`src/rtl/tpu_pkg.sv`:
```
// Shared definitions for the systolic array datapath blocks.
//   DefN / DefAccW : default array dimension and accumulator element width
//   deskew_state_t : output_deskew collection FSM states
//   idx()          : flat element index of (row i, column j) in an n x n matrix
package tpu_pkg;

  localparam int unsigned DefN    = 2;
  localparam int unsigned DefAccW = 16;

  typedef enum logic {COLLECT, FULL} deskew_state_t;

  function automatic int unsigned idx(input int unsigned i, input int unsigned j,
                                      input int unsigned n = DefN);
    return i * n + j;
  endfunction

endpackage

```
`src/rtl/deskew_col_capture.sv`:
```
// Per-column capture bookkeeping for output_deskew.
// Tracks how many rows of one column have been captured into the current matrix.
//   clk, reset  : clock, asynchronous active-low reset
//   beat_valid  : this column presents a result this cycle
//   accept      : the block accepts beats this cycle (top-level in_ready)
//   restart     : handshake cycle, the counter restarts at row 0 for this beat
//   flush       : clear in COLLECT, counter returns to 0 and the beat is discarded
//   wr_en       : write the beat into the matrix at row wr_row
//   wr_row      : row index for the write
//   ovf         : the beat presented this cycle is dropped
//   done_next   : the counter will hold N after this edge
module deskew_col_capture #(
  parameter int unsigned N = 2,
  localparam int unsigned CW = $clog2(N + 1)
) (
  input  logic          clk,
  input  logic          reset,
  input  logic          beat_valid,
  input  logic          accept,
  input  logic          restart,
  input  logic          flush,
  output logic          wr_en,
  output logic [CW-1:0] wr_row,
  output logic          ovf,
  output logic          done_next
);

  localparam logic [CW-1:0] NMax = CW'(N);

  logic [CW-1:0] r_q, r_d, base;
  logic          done;
  logic          at_cap;

  assign done = (r_q == NMax);

  always_comb begin
    // On a handshake the new matrix starts here, so the old count is irrelevant.
    base      = restart ? '0 : r_q;
    at_cap    = done & ~restart;
    wr_en     = beat_valid & accept & ~flush & ~at_cap;
    // Dropped: either stalled, or the column already delivered all N rows.
    ovf       = beat_valid & (~accept | (~flush & at_cap));
    wr_row    = base;
    r_d       = base;
    if (flush) begin
      r_d = '0;
    end else if (wr_en) begin
      r_d = base + CW'(1);
    end
    done_next = (r_d == NMax);
  end

  always_ff @(posedge clk or negedge reset) begin
    if (!reset) begin
      r_q <= '0;
    end else begin
      r_q <= r_d;
    end
  end

endmodule

```
`src/rtl/output_deskew.sv`:
```
// Reassembles the skewed per-column result streams leaving the systolic array into an aligned
// N x N matrix and hands it downstream with a valid/ready handshake.
//   clk, reset : clock, asynchronous active-low reset
//   clear      : synchronous flush of a partially collected matrix
//   col_valid  : per-column beat valid; col_data holds column j at [j*ACC_W +: ACC_W]
//   in_ready   : beats are accepted this cycle (array stalls when low)
//   out_valid  : out_matrix holds a complete matrix; out_ready accepts it
//   out_matrix : element (i,j) at [(i*N+j)*ACC_W +: ACC_W]
//   err_ovf    : sticky, a beat was dropped
module output_deskew
  import tpu_pkg::*;
#(
  parameter int unsigned N     = DefN,
  parameter int unsigned ACC_W = DefAccW
) (
  input  logic                 clk,
  input  logic                 reset,
  input  logic                 clear,
  input  logic [N-1:0]         col_valid,
  input  logic [N*ACC_W-1:0]   col_data,
  output logic                 in_ready,
  output logic                 out_valid,
  input  logic                 out_ready,
  output logic [N*N*ACC_W-1:0] out_matrix,
  output logic                 err_ovf
);

  localparam int unsigned CW = $clog2(N + 1);

  deskew_state_t state_q, state_d;

  logic [N-1:0]         wr_en;
  logic [N-1:0]         ovf;
  logic [N-1:0]         done_next;
  logic [CW-1:0]        wr_row [N];
  logic                 handshake;
  logic                 flush;
  logic [N*N*ACC_W-1:0] mat_q;
  logic                 err_q;

  assign in_ready   = (state_q == COLLECT) | out_ready;
  assign handshake  = (state_q == FULL) & out_ready;
  // clear only acts while collecting; during the handshake cycle it is ignored.
  assign flush      = (state_q == COLLECT) & clear;
  assign out_valid  = (state_q == FULL);
  assign out_matrix = mat_q;
  assign err_ovf    = err_q;

  for (genvar j = 0; j < N; j++) begin : g_col
    deskew_col_capture #(
      .N (N)
    ) u_col (
      .clk        (clk),
      .reset      (reset),
      .beat_valid (col_valid[j]),
      .accept     (in_ready),
      .restart    (handshake),
      .flush      (flush),
      .wr_en      (wr_en[j]),
      .wr_row     (wr_row[j]),
      .ovf        (ovf[j]),
      .done_next  (done_next[j])
    );
  end

  always_comb begin
    state_d = state_q;
    unique case (state_q)
      COLLECT: begin
        if (&done_next) state_d = FULL;
      end
      FULL: begin
        // A handshake beat could in principle complete the next matrix (N == 1).
        if (out_ready) state_d = (&done_next) ? FULL : COLLECT;
      end
      default: state_d = COLLECT;
    endcase
  end

  always_ff @(posedge clk or negedge reset) begin
    if (!reset) begin
      state_q <= COLLECT;
      err_q   <= 1'b0;
    end else begin
      state_q <= state_d;
      err_q   <= err_q | (|ovf);
    end
  end

  // Writes only happen while in_ready is high, so the matrix is stable throughout FULL.
  always_ff @(posedge clk or negedge reset) begin
    if (!reset) begin
      mat_q <= '0;
    end else begin
      for (int j = 0; j < N; j++) begin
        for (int i = 0; i < N; i++) begin
          if (wr_en[j] && (wr_row[j] == CW'(i))) begin
            mat_q[idx(i, j, N)*ACC_W +: ACC_W] <= col_data[j*ACC_W +: ACC_W];
          end
        end
      end
    end
  end

endmodule

```
`config.mk`:
```
export PLATFORM = sky130hd
export DESIGN_NAME = output_deskew
export DESIGN_NICKNAME = d
export VERILOG_FILES = /design/src/rtl/tpu_pkg.sv /design/src/rtl/deskew_col_capture.sv /design/src/rtl/output_deskew.sv
export SDC_FILE = /design/constraint.sdc
export NUM_CORES = 1
export LEC_CHECK = 0
export ABC_AREA = 1
export BUFFER_PORTS_ARGS = -buffer_cell sky130_fd_sc_hd__buf_2
export CAP_MARGIN = 20
export CORE_AREA = 4 4 94 96
export DETAILED_ROUTE_END_ITERATION = 16
export DIE_AREA = 0 0 98 100
export PLACE_DENSITY_LB_ADDON = 0.1
export SETUP_SLACK_MARGIN = 0.3
export SLEW_MARGIN = 40
export SYNTH_ARGS = -nofsm -noshare
export SYNTH_HDL_FRONTEND = slang
export SYNTH_HIERARCHICAL = 1
export SYNTH_SLANG_ARGS = --single-unit
export TNS_END_PERCENT = 10
```
`constraint.sdc`:
```
create_clock -name clk -period 3.1 [get_ports clk]
set_input_delay 0.155 -clock clk [delete_from_list [all_inputs] [get_ports clk]]
set_output_delay 0.155 -clock clk [all_outputs]
set_load 0.01 [all_outputs]
```
==> impl_metrics.toml, run 1 <==
[layout]
diodes = 0
stdcell_count = 552
design_area_mm2 = 0.00387
mostFrequentLayoutCell = "nand2_1"
area_delta_synth_final_pct = 24.1
final_core_util = 0.481
drive_gt1_frac = 0.324
fin_nets = 481
mostFrequentLayoutCells = "nand2_1 (139), buf_2 (103), dfrtp_1 (70), nand3_1 (38), nand4_1 (32)"

[setup_path]
worstPathArrival_ps = 2100
crit_family = "simple AND/OR/NAND/NOR gates"
critical_path_buf_inv_count = 2
r2r_cells = 8
cp_max_fo = 34
reg2reg_from = "out_valid"
worstSetupStartpointType = "flip-flop"
endpoint_kind = "flip-flop"
critPathSlowestCell = "nor2_1"
ff2ff_setup_slack_ps = 1270
max_stage_delay_ps = 480
crit_chain = "nor2_1 -> nor2_4 -> nand2_2 -> inv_1 -> buf_4 -> nand3_4 -> nand2_1 -> nand2_1"
worst_path_most_repeated_cell = "nand2_1"
timing.rr.end = "out_matrix[32]"
cp.required_ps = 3370
criticalPathCategory = "flip-flop to flip-flop"

[routing]
vias = 2617
vias_per_cell = 4.74
wl_per_cell_um = 14.0
final_antenna_net_count = 0
drt_iter0_drc = 86
drc = 0
first_pass_iters = 4
wirelength_mm = 7.74

[timing]
finalSetupViolations = 0
tightest_slew_ps = 651
fin_skew_ps = 11.8
hold_viol_final = 0
fmax_ghz = 0.547
fin_setup_tns_ps = 0
rsz0062_at_grt = "false"
drv_slew = 0
fin_crit_sh = 0.590
slew-limit-headroom = 0.566
fin_crit_ps = 1830

[logic_synthesis]
syn-cell-area_mm2 = 0.00312
ys_seq_area_frac = 0.561
syn_nets = 383
synth_seq_cells = 70
yosysWarnings = 6
postSynthAreaPerCell_um2 = 9.05
syn_inst = 345
synth.distinct_cells = 19

[power_and_ir_drop]
leakagePower_nw = 2.20
irDropWorstVdd_v = 0.000247
power_mw = 2.62
power_density_mw_per_mm2 = 676

[grt]
antenna_found_initial = 0
grt_pass1_wl_mm = 12.9
grt_max_degree = 71
grt.total_usage = 0.163
grt_overflow = 0
grt_pass1_vias = 2622

[floorplanning]
start_util = 0.388
num_io_pins = 105
die_w_um = 98
die_h_um = 100
coreArea_mm2 = 0.00805
rows = 33
die_area_mm2 = 0.00980

[placed_design]
dpl_cell_area_mm2 = 0.00365
port_buffers = 104
dpl.cell_count = 536
place_hpwl_mm = 5.27
place.gp.congestion = 0.751

[cts]
clk_path_buf_depth = 2
clockRootBuffer = "clkbuf_8"
cts_resized = 0
clk_latency_ps = 340
clk_pin_slew_ps = 70
cts_buffers = 9
h-tree-depth = 3
cts_sinks = 70
cts_tree = "built"

[hold_path]
hold_start = "col_data[15]"
hold_depth = 3
hold_end = "out_matrix[15]"
min_path_type = "input port to flip-flop"

[status]
status = "complete, no violations"

[job]
cap_violations = 0
==> cell families (layout without fill, tap and decap cells) <==
kind of cell,count (synthesis),in the layout,synth area share
and+or+nand+nor,229,229,0.354
DFF,70,70,0.561
buffers and inverters,40,142,0.0697
AOI/OAI and AO/OA,6,6,0.0152
==> layout make-up <==
| type | instances | area (um^2) |
|---|---|---|
| repair buffers | 107 | 552 |
| well taps | 105 | 131 |
| clock buffers | 9 | 124 |
| inverters | 20 | 75.1 |
| clock inverters | 6 | 87.6 |
| multi-input cells | 235 | 1150 |
| flip-flops and latches | 70 | 1750 |
| fillers | 818 | 4180 |
==> worst reg2reg max path, delay by kind of cell (launching register included) <==
family | cells | cell delay (ps)
buffers and inverters | 2 | 280
DFF | 1 | 410
and+or+nand+nor | 6 | 1080
==> routing by layer <==
layer  global-route usage  vias up  wire length, um
met5                    0        -                0
met4               0.0639        0               84
met3               0.0507        7              583
met2                0.248       75             3490
met1                0.218     1215             3580
li1                     -     1320                -
==> cell usage after synthesis <==
library cell	instances	area [um^2]
o21bai_1	2	15.0
nor2_1	4	15.0
dfrtp_1	70	1750
nand2_4	2	22.5
inv_2	6	22.5
nand3_1	38	190
inv_1	14	52.6
a21boi_0	2	15.0
nand3_4	2	35.0
buf_2	12	60.1
nand3_2	2	20.0
nand4_1	32	200
a21oi_2	2	17.5
nand2_1	139	522
buf_6	6	67.6
nor2_4	2	22.5
buf_4	2	15.0
nand2_2	6	37.5
nor2_8	2	40.0
==> flip-flops by register name (all words and copies together) (netlist names) <==
signal and count:
out_matrix 64, g_col.u_col/r_q 4, err_ovf 1, out_valid 1
==> worst max path at each step <==
| stage | start | to | slack (ps) | cells after the start |
|---|---|---|---|---|
| 6_report | out_valid | out_matrix[32] | 1270 | 8 |
| 5_1_grt | out_valid | out_matrix[43] | 1070 | 9 |
| 4_1_cts | out_valid | out_matrix[34] | 1260 | 8 |
| 3_5_place_dp | out_valid | out_matrix[53] | 1290 | 9 |
| 3_3_place_gp | out_valid | out_matrix[57] | 1320 | 9 |
| 2_1_floorplan | out_valid | out_matrix[41] | 1500 | 8 |
==> per-stage QoR <==
stage / setup slack (ps) / hold slack (ps)
after floorplan: 1500 / -141
after global placement: 1320 / 351
after detailed placement: 1290 / 214
after CTS: 1260 / 51.7
after global routing: 1070 / 60.0
final: 1270 / 68.6
==> power breakdown <==
part	leakage, nW	internal (mW)	switching [mW]
Sequential	0.878	1.11	0.109
Clock	0.109	0.449	0.342
Combinational	1.22	0.242	0.368
==> repair_timing <==
| item | 4_1_cts | 5_1_grt |
|---|---|---|
| endpoints found under the hold margin | 70 | 0 |
| setup buffers | 0 | 0 |
| hold buffers | 1 | 0 |
No activity file was read; power rests on OpenSTA's default activity.
==> run 2: changes to the inputs <==
- clock period: 3.1 -> 1.7 ns (I/O delays scaled with it)
==> impl_metrics.toml, run 2 (same netlist as run 1, synthesis figures left out) <==
[hold_path]
hold_end = "out_matrix[13]"
min_path_type = "input port to flip-flop"
hold_start = "col_data[13]"
hold_depth = 3

[status]
status = "complete, no violations"

[layout]
mostFrequentLayoutCell = "nand2_1"
fin_nets = 513
diodes = 0
largest_reg_flops = 64
regArea_mm2 = 0.00175
nFillCells = 813
final_core_util = 0.541
mostFrequentLayoutCells = "nand2_1 (134), buf_2 (104), dfrtp_1 (69), nand3_1 (38), nand4_1 (32)"
area_delta_synth_final_pct = 39.5
multi_input_area_mm2 = 0.00120
drive_gt1_frac = 0.360

[routing]
vias = 2808
wl_per_cell_um = 14.0
final_antenna_net_count = 0
wirelength_mm = 8.19
drt_iter0_drc = 89
drc = 0
vias_per_cell = 4.80
first_pass_iters = 4

[power_and_ir_drop]
power_frac_comb = 0.246
clkPwrFrac = 0.311
leakagePower_nw = 2.40
p_sw_frac = 0.302
irDropWorstVdd_v = 0.000415
p_sw_mw = 1.51
power_density_mw_per_mm2 = 1150
sequentialPowerShare = 0.443
p_int_mw = 3.50

[timing]
fin_setup_tns_ps = 0
finalSetupViolations = 0
hold_viol_final = 0
fmax_ghz = 0.669
fin_crit_ps = 1490
tightest_slew_ps = 381
rsz0062_at_grt = "true"
slew-limit-headroom = 0.746
fin_crit_sh = 0.879
fin_skew_ps = 7.70
drv_slew = 0

[grt]
grt_pass1_vias = 2821
grt.total_usage = 0.171
grt_pass1_wl_mm = 13.6
grt_overflow = 0
antenna_found_initial = 0
grt_max_degree = 71

[floorplanning]
num_io_pins = 105
die_h_um = 100
rows = 33
start_util = 0.388
coreArea_mm2 = 0.00805
die_w_um = 98
die_area_mm2 = 0.00980

[job]
cap_violations = 0

[placed_design]
place_hpwl_mm = 5.52
place.gp.congestion = 0.739
port_buffers = 104

[setup_path]
cp_max_fo = 32
cp.required_ps = 1930
reg2reg_from = "out_valid"
endpoint_kind = "flip-flop"
timing.rr.end = "out_matrix[56]"
ff2ff_setup_slack_ps = 210
worstPathArrival_ps = 1730
r2r_cells = 9
criticalPathCategory = "flip-flop to flip-flop"
worstSetupStartpointType = "flip-flop"

[cts]
clk_pin_slew_ps = 80
cts_sinks = 70
h-tree-depth = 3
clockRootBuffer = "clkbuf_8"
clk_latency_ps = 340
cts_tree = "built"
clk_path_buf_depth = 2
cts_buffers = 9
run 2: critical path: stages, from the launching register on:
cell        delay [ps]
dfrtp_2            450
nand2_1             90
inv_2               50
inv_2               60
nand3_1             80
nand2_2            100
clkinvlp_4         170
buf_12             210
nand4_1            110
nand2_1             60
run 2: worst max-delay path by stage:
stage / cells past startpoint / start / endpoint
2_1_floorplan: 10 / out_valid / out_matrix[41]
3_3_place_gp: 9 / out_valid / out_matrix[33]
3_5_place_dp: 9 / out_valid / out_matrix[34]
4_1_cts: 9 / out_valid / out_matrix[56]
5_1_grt: 9 / out_valid / out_matrix[23]
6_report: 9 / out_valid / out_matrix[56]
run 2: what timing repair did:
item	CTS	global route
gates resized for setup	6	9
endpoints found under the setup margin	66	66
setup buffers	9	2
hold buffers	16	0
pin swaps	4	1
gates cloned	2	1
endpoints found under the hold margin	85	0
run 2: final cells by class:
type / instances / area share
Clock buffer: 13 / 0.0388
Clock inverter: 3 / 0.0149
Inverter: 20 / 0.0210
Multi-Input combinational cell: 236 / 0.275
Sequential cell: 70 / 0.402
Tap cell: 105 / 0.0302
Timing Repair Buffer: 138 / 0.217
run 2: power by group through the flow:
| stage | Combinational [mW] | Clock (mW) | Sequential [mW] |
|---|---|---|---|
| after floorplan | 0.438 | 0 | 2.40 |
| after global placement | 1.14 | 0 | 2.25 |
| after detailed placement | 1.15 | 0 | 2.25 |
| after CTS | 1.24 | 1.61 | 2.22 |
| after global routing | 1.39 | 1.67 | 2.27 |
| final | 1.24 | 1.56 | 2.22 |
run 2: metal layers:
metal | routed length [um] | up-vias | global-route usage | share of wire
met4 | 73 | 0 | 0.0479 | 0.0089
li1 | - | 1387 | - | -
met3 | 399 | 5 | 0.0431 | 0.049
met2 | 4160 | 59 | 0.284 | 0.51
met5 | 0 | - | 0 | 0
met1 | 3550 | 1357 | 0.224 | 0.43
run 2: per-stage QoR:
stage	setup slack, ps	power [mW]	instances	area, um^2	hold WS (ps)
5_1_grt	90.1	5.34	585	4360	7.78
3_3_place_gp	121	3.38	539	3720	148
6_report	205	5.02	585	4360	12.1
4_1_cts	196	5.07	582	4300	0.0396
3_5_place_dp	85.3	3.40	539	3720	146
2_1_floorplan	275	2.84	345	3150	-211
==> run 3: changes to the inputs <==
- CORE_AREA: 4 4 94 96 -> 4 4 76 96
- DIE_AREA: 0 0 98 100 -> 0 0 80 100
==> impl_metrics.toml, run 3 (same netlist as run 1, synthesis figures left out) <==
[power_and_ir_drop]
power_frac_comb = 0.261
irDropWorstVdd_v = 0.00104
p_sw_mw = 1.60
power_density_mw_per_mm2 = 1100
p_sw_frac = 0.323
leakagePower_nw = 2.45
clkPwrFrac = 0.291
p_int_mw = 3.36
sequentialPowerShare = 0.447

[placed_design]
place_hpwl_mm = 5.40
port_buffers = 104
pre_cts_ws_ps = 116
place.gp.congestion = 0.757
dpl_cell_area_mm2 = 0.00369

[cts]
clk_path_buf_depth = 2
clk_latency_ps = 350
cts_tree = "built"
h-tree-depth = 3
clk_pin_slew_ps = 80
cts_sinks = 70
cts_buffers = 9
clockRootBuffer = "clkbuf_8"

[timing]
fmax_ghz = 0.694
fin_crit_ps = 1440
slew-limit-headroom = 0.749
drv_slew = 0
fin_skew_ps = 11.8
rsz0062_at_grt = "true"
tightest_slew_ps = 376
fin_setup_tns_ps = 0
hold_viol_final = 0
finalSetupViolations = 0
fin_crit_sh = 0.848
setup_slack_ps = 259

[layout]
fin_nets = 527
diodes = 0
area_delta_synth_final_pct = 44.2
mostFrequentLayoutCells = "nand2_1 (132), buf_2 (104), dfrtp_1 (69), nand3_1 (35), nand4_1 (32)"
mostFrequentLayoutCell = "nand2_1"
largest_reg_flops = 64
design_area_mm2 = 0.00450
drive_gt1_frac = 0.368

[setup_path]
worstSetupStartpointType = "flip-flop"
ff2ff_setup_slack_ps = 260
cp.required_ps = 1940
criticalPathCategory = "flip-flop to flip-flop"
r2r_cells = 10
worstPathArrival_ps = 1690
endpoint_kind = "flip-flop"
timing.rr.end = "out_matrix[37]"
cp_max_fo = 8
reg2reg_from = "out_valid"

[status]
status = "complete, no violations"

[floorplanning]
start_util = 0.485
die_h_um = 100
die_w_um = 80
num_io_pins = 105
coreArea_mm2 = 0.00644
rows = 33
die_area_mm2 = 0.00800

[grt]
grt.total_usage = 0.221
top_usage_layer = "met2"
grt_max_degree = 71
grtUsageMet2 = 0.383
grt_pass1_vias = 2898
grt_overflow = 0
antenna_found_initial = 0
met1_usage = 0.266
grt.met3_usage = 0.0395
grt_pass1_wl_mm = 13.7

[routing]
vias_per_cell = 4.98
wirelength_mm = 8.39
vias = 2892
wl_per_cell_um = 14.4
drc = 0
final_antenna_net_count = 0
drt_iter0_drc = 98
first_pass_iters = 4

[hold_path]
hold_depth = 3
min_path_type = "input port to flip-flop"
hold_end = "out_matrix[31]"
hold_start = "col_data[31]"

[job]
cap_violations = 0
==> run 3: changes by cell type in the layout (fill, tap and decap cells not counted), sizes merged <==
cell         change
inv              +4
nand3            +1
bufbuf           +1
clkbuf           -2
dlygate4sd3     +12
bufinv           -1
clkinv           -1
==> run 3: stage by stage <==
| step | total power [mW] | std cells | hold slack [ps] | utilization |
|---|---|---|---|---|
| after floorplan | 2.84 | 345 | -211 | - |
| after global placement | 3.36 | 522 | 137 | 0.574 |
| after detailed placement | 3.39 | 522 | 139 | 0.574 |
| after CTS | 4.97 | 578 | 0.749 | 0.690 |
| after global routing | 5.27 | 581 | 10.6 | 0.699 |
| final | 4.96 | 581 | 13.4 | 0.699 |
==> run 3: how the worst max path moves through the flow <==
stage,from,end,slack [ps]
after detailed placement,out_valid,out_matrix[35],120
final,out_valid,out_matrix[37],260
after global routing,out_valid,out_matrix[37],170
after floorplan,out_valid,out_matrix[41],280
after CTS,out_valid,out_matrix[5],270
after global placement,out_valid,out_matrix[47],150
==> run 3: per-layer routing <==
layer,share of wire,wire length (um),vias up
li1,-,-,1422
met4,0.016,133,0
met2,0.54,4520,100
met1,0.39,3260,1359
met5,0,0,-
met3,0.057,480,11
==> run 3: timing repair <==
action                                 CTS  global route
hold buffers                            27             1
setup endpoints to repair               65            66
endpoints found under the hold margin  113             1
resized for setup                       22             9
setup buffers                            8             1
gates cloned                             5             1
pin swaps                                8            12
==> run 3: cell type report <==
type,count,area (um^2)
Timing Repair Buffer,151,1080
Clock inverter,5,63.8
Multi-Input combinational cell,237,1250
Inverter,20,100
Fill cell,515,1940
Tap cell,87,109
Clock buffer,11,151
Sequential cell,70,1750
==> run 3: critical path: stages, from the launching register on <==
cell and delay [ps]:
dfrtp_2 460, nand2_2 70, inv_2 40, inv_2 70, nand3_2 70, nand2_2 90, inv_4 60, buf_4 150
clkbuf_16 160, nand4_1 100, nand2_1 60
==> run 3: power groups by stage <==
stage | registers (mW) | logic, mW | clock network, mW
after floorplan | 2.40 | 0.438 | 0
after global placement | 2.23 | 1.13 | 0
after detailed placement | 2.24 | 1.15 | 0
after CTS | 2.22 | 1.29 | 1.47
after global routing | 2.26 | 1.45 | 1.56
final | 2.22 | 1.30 | 1.45
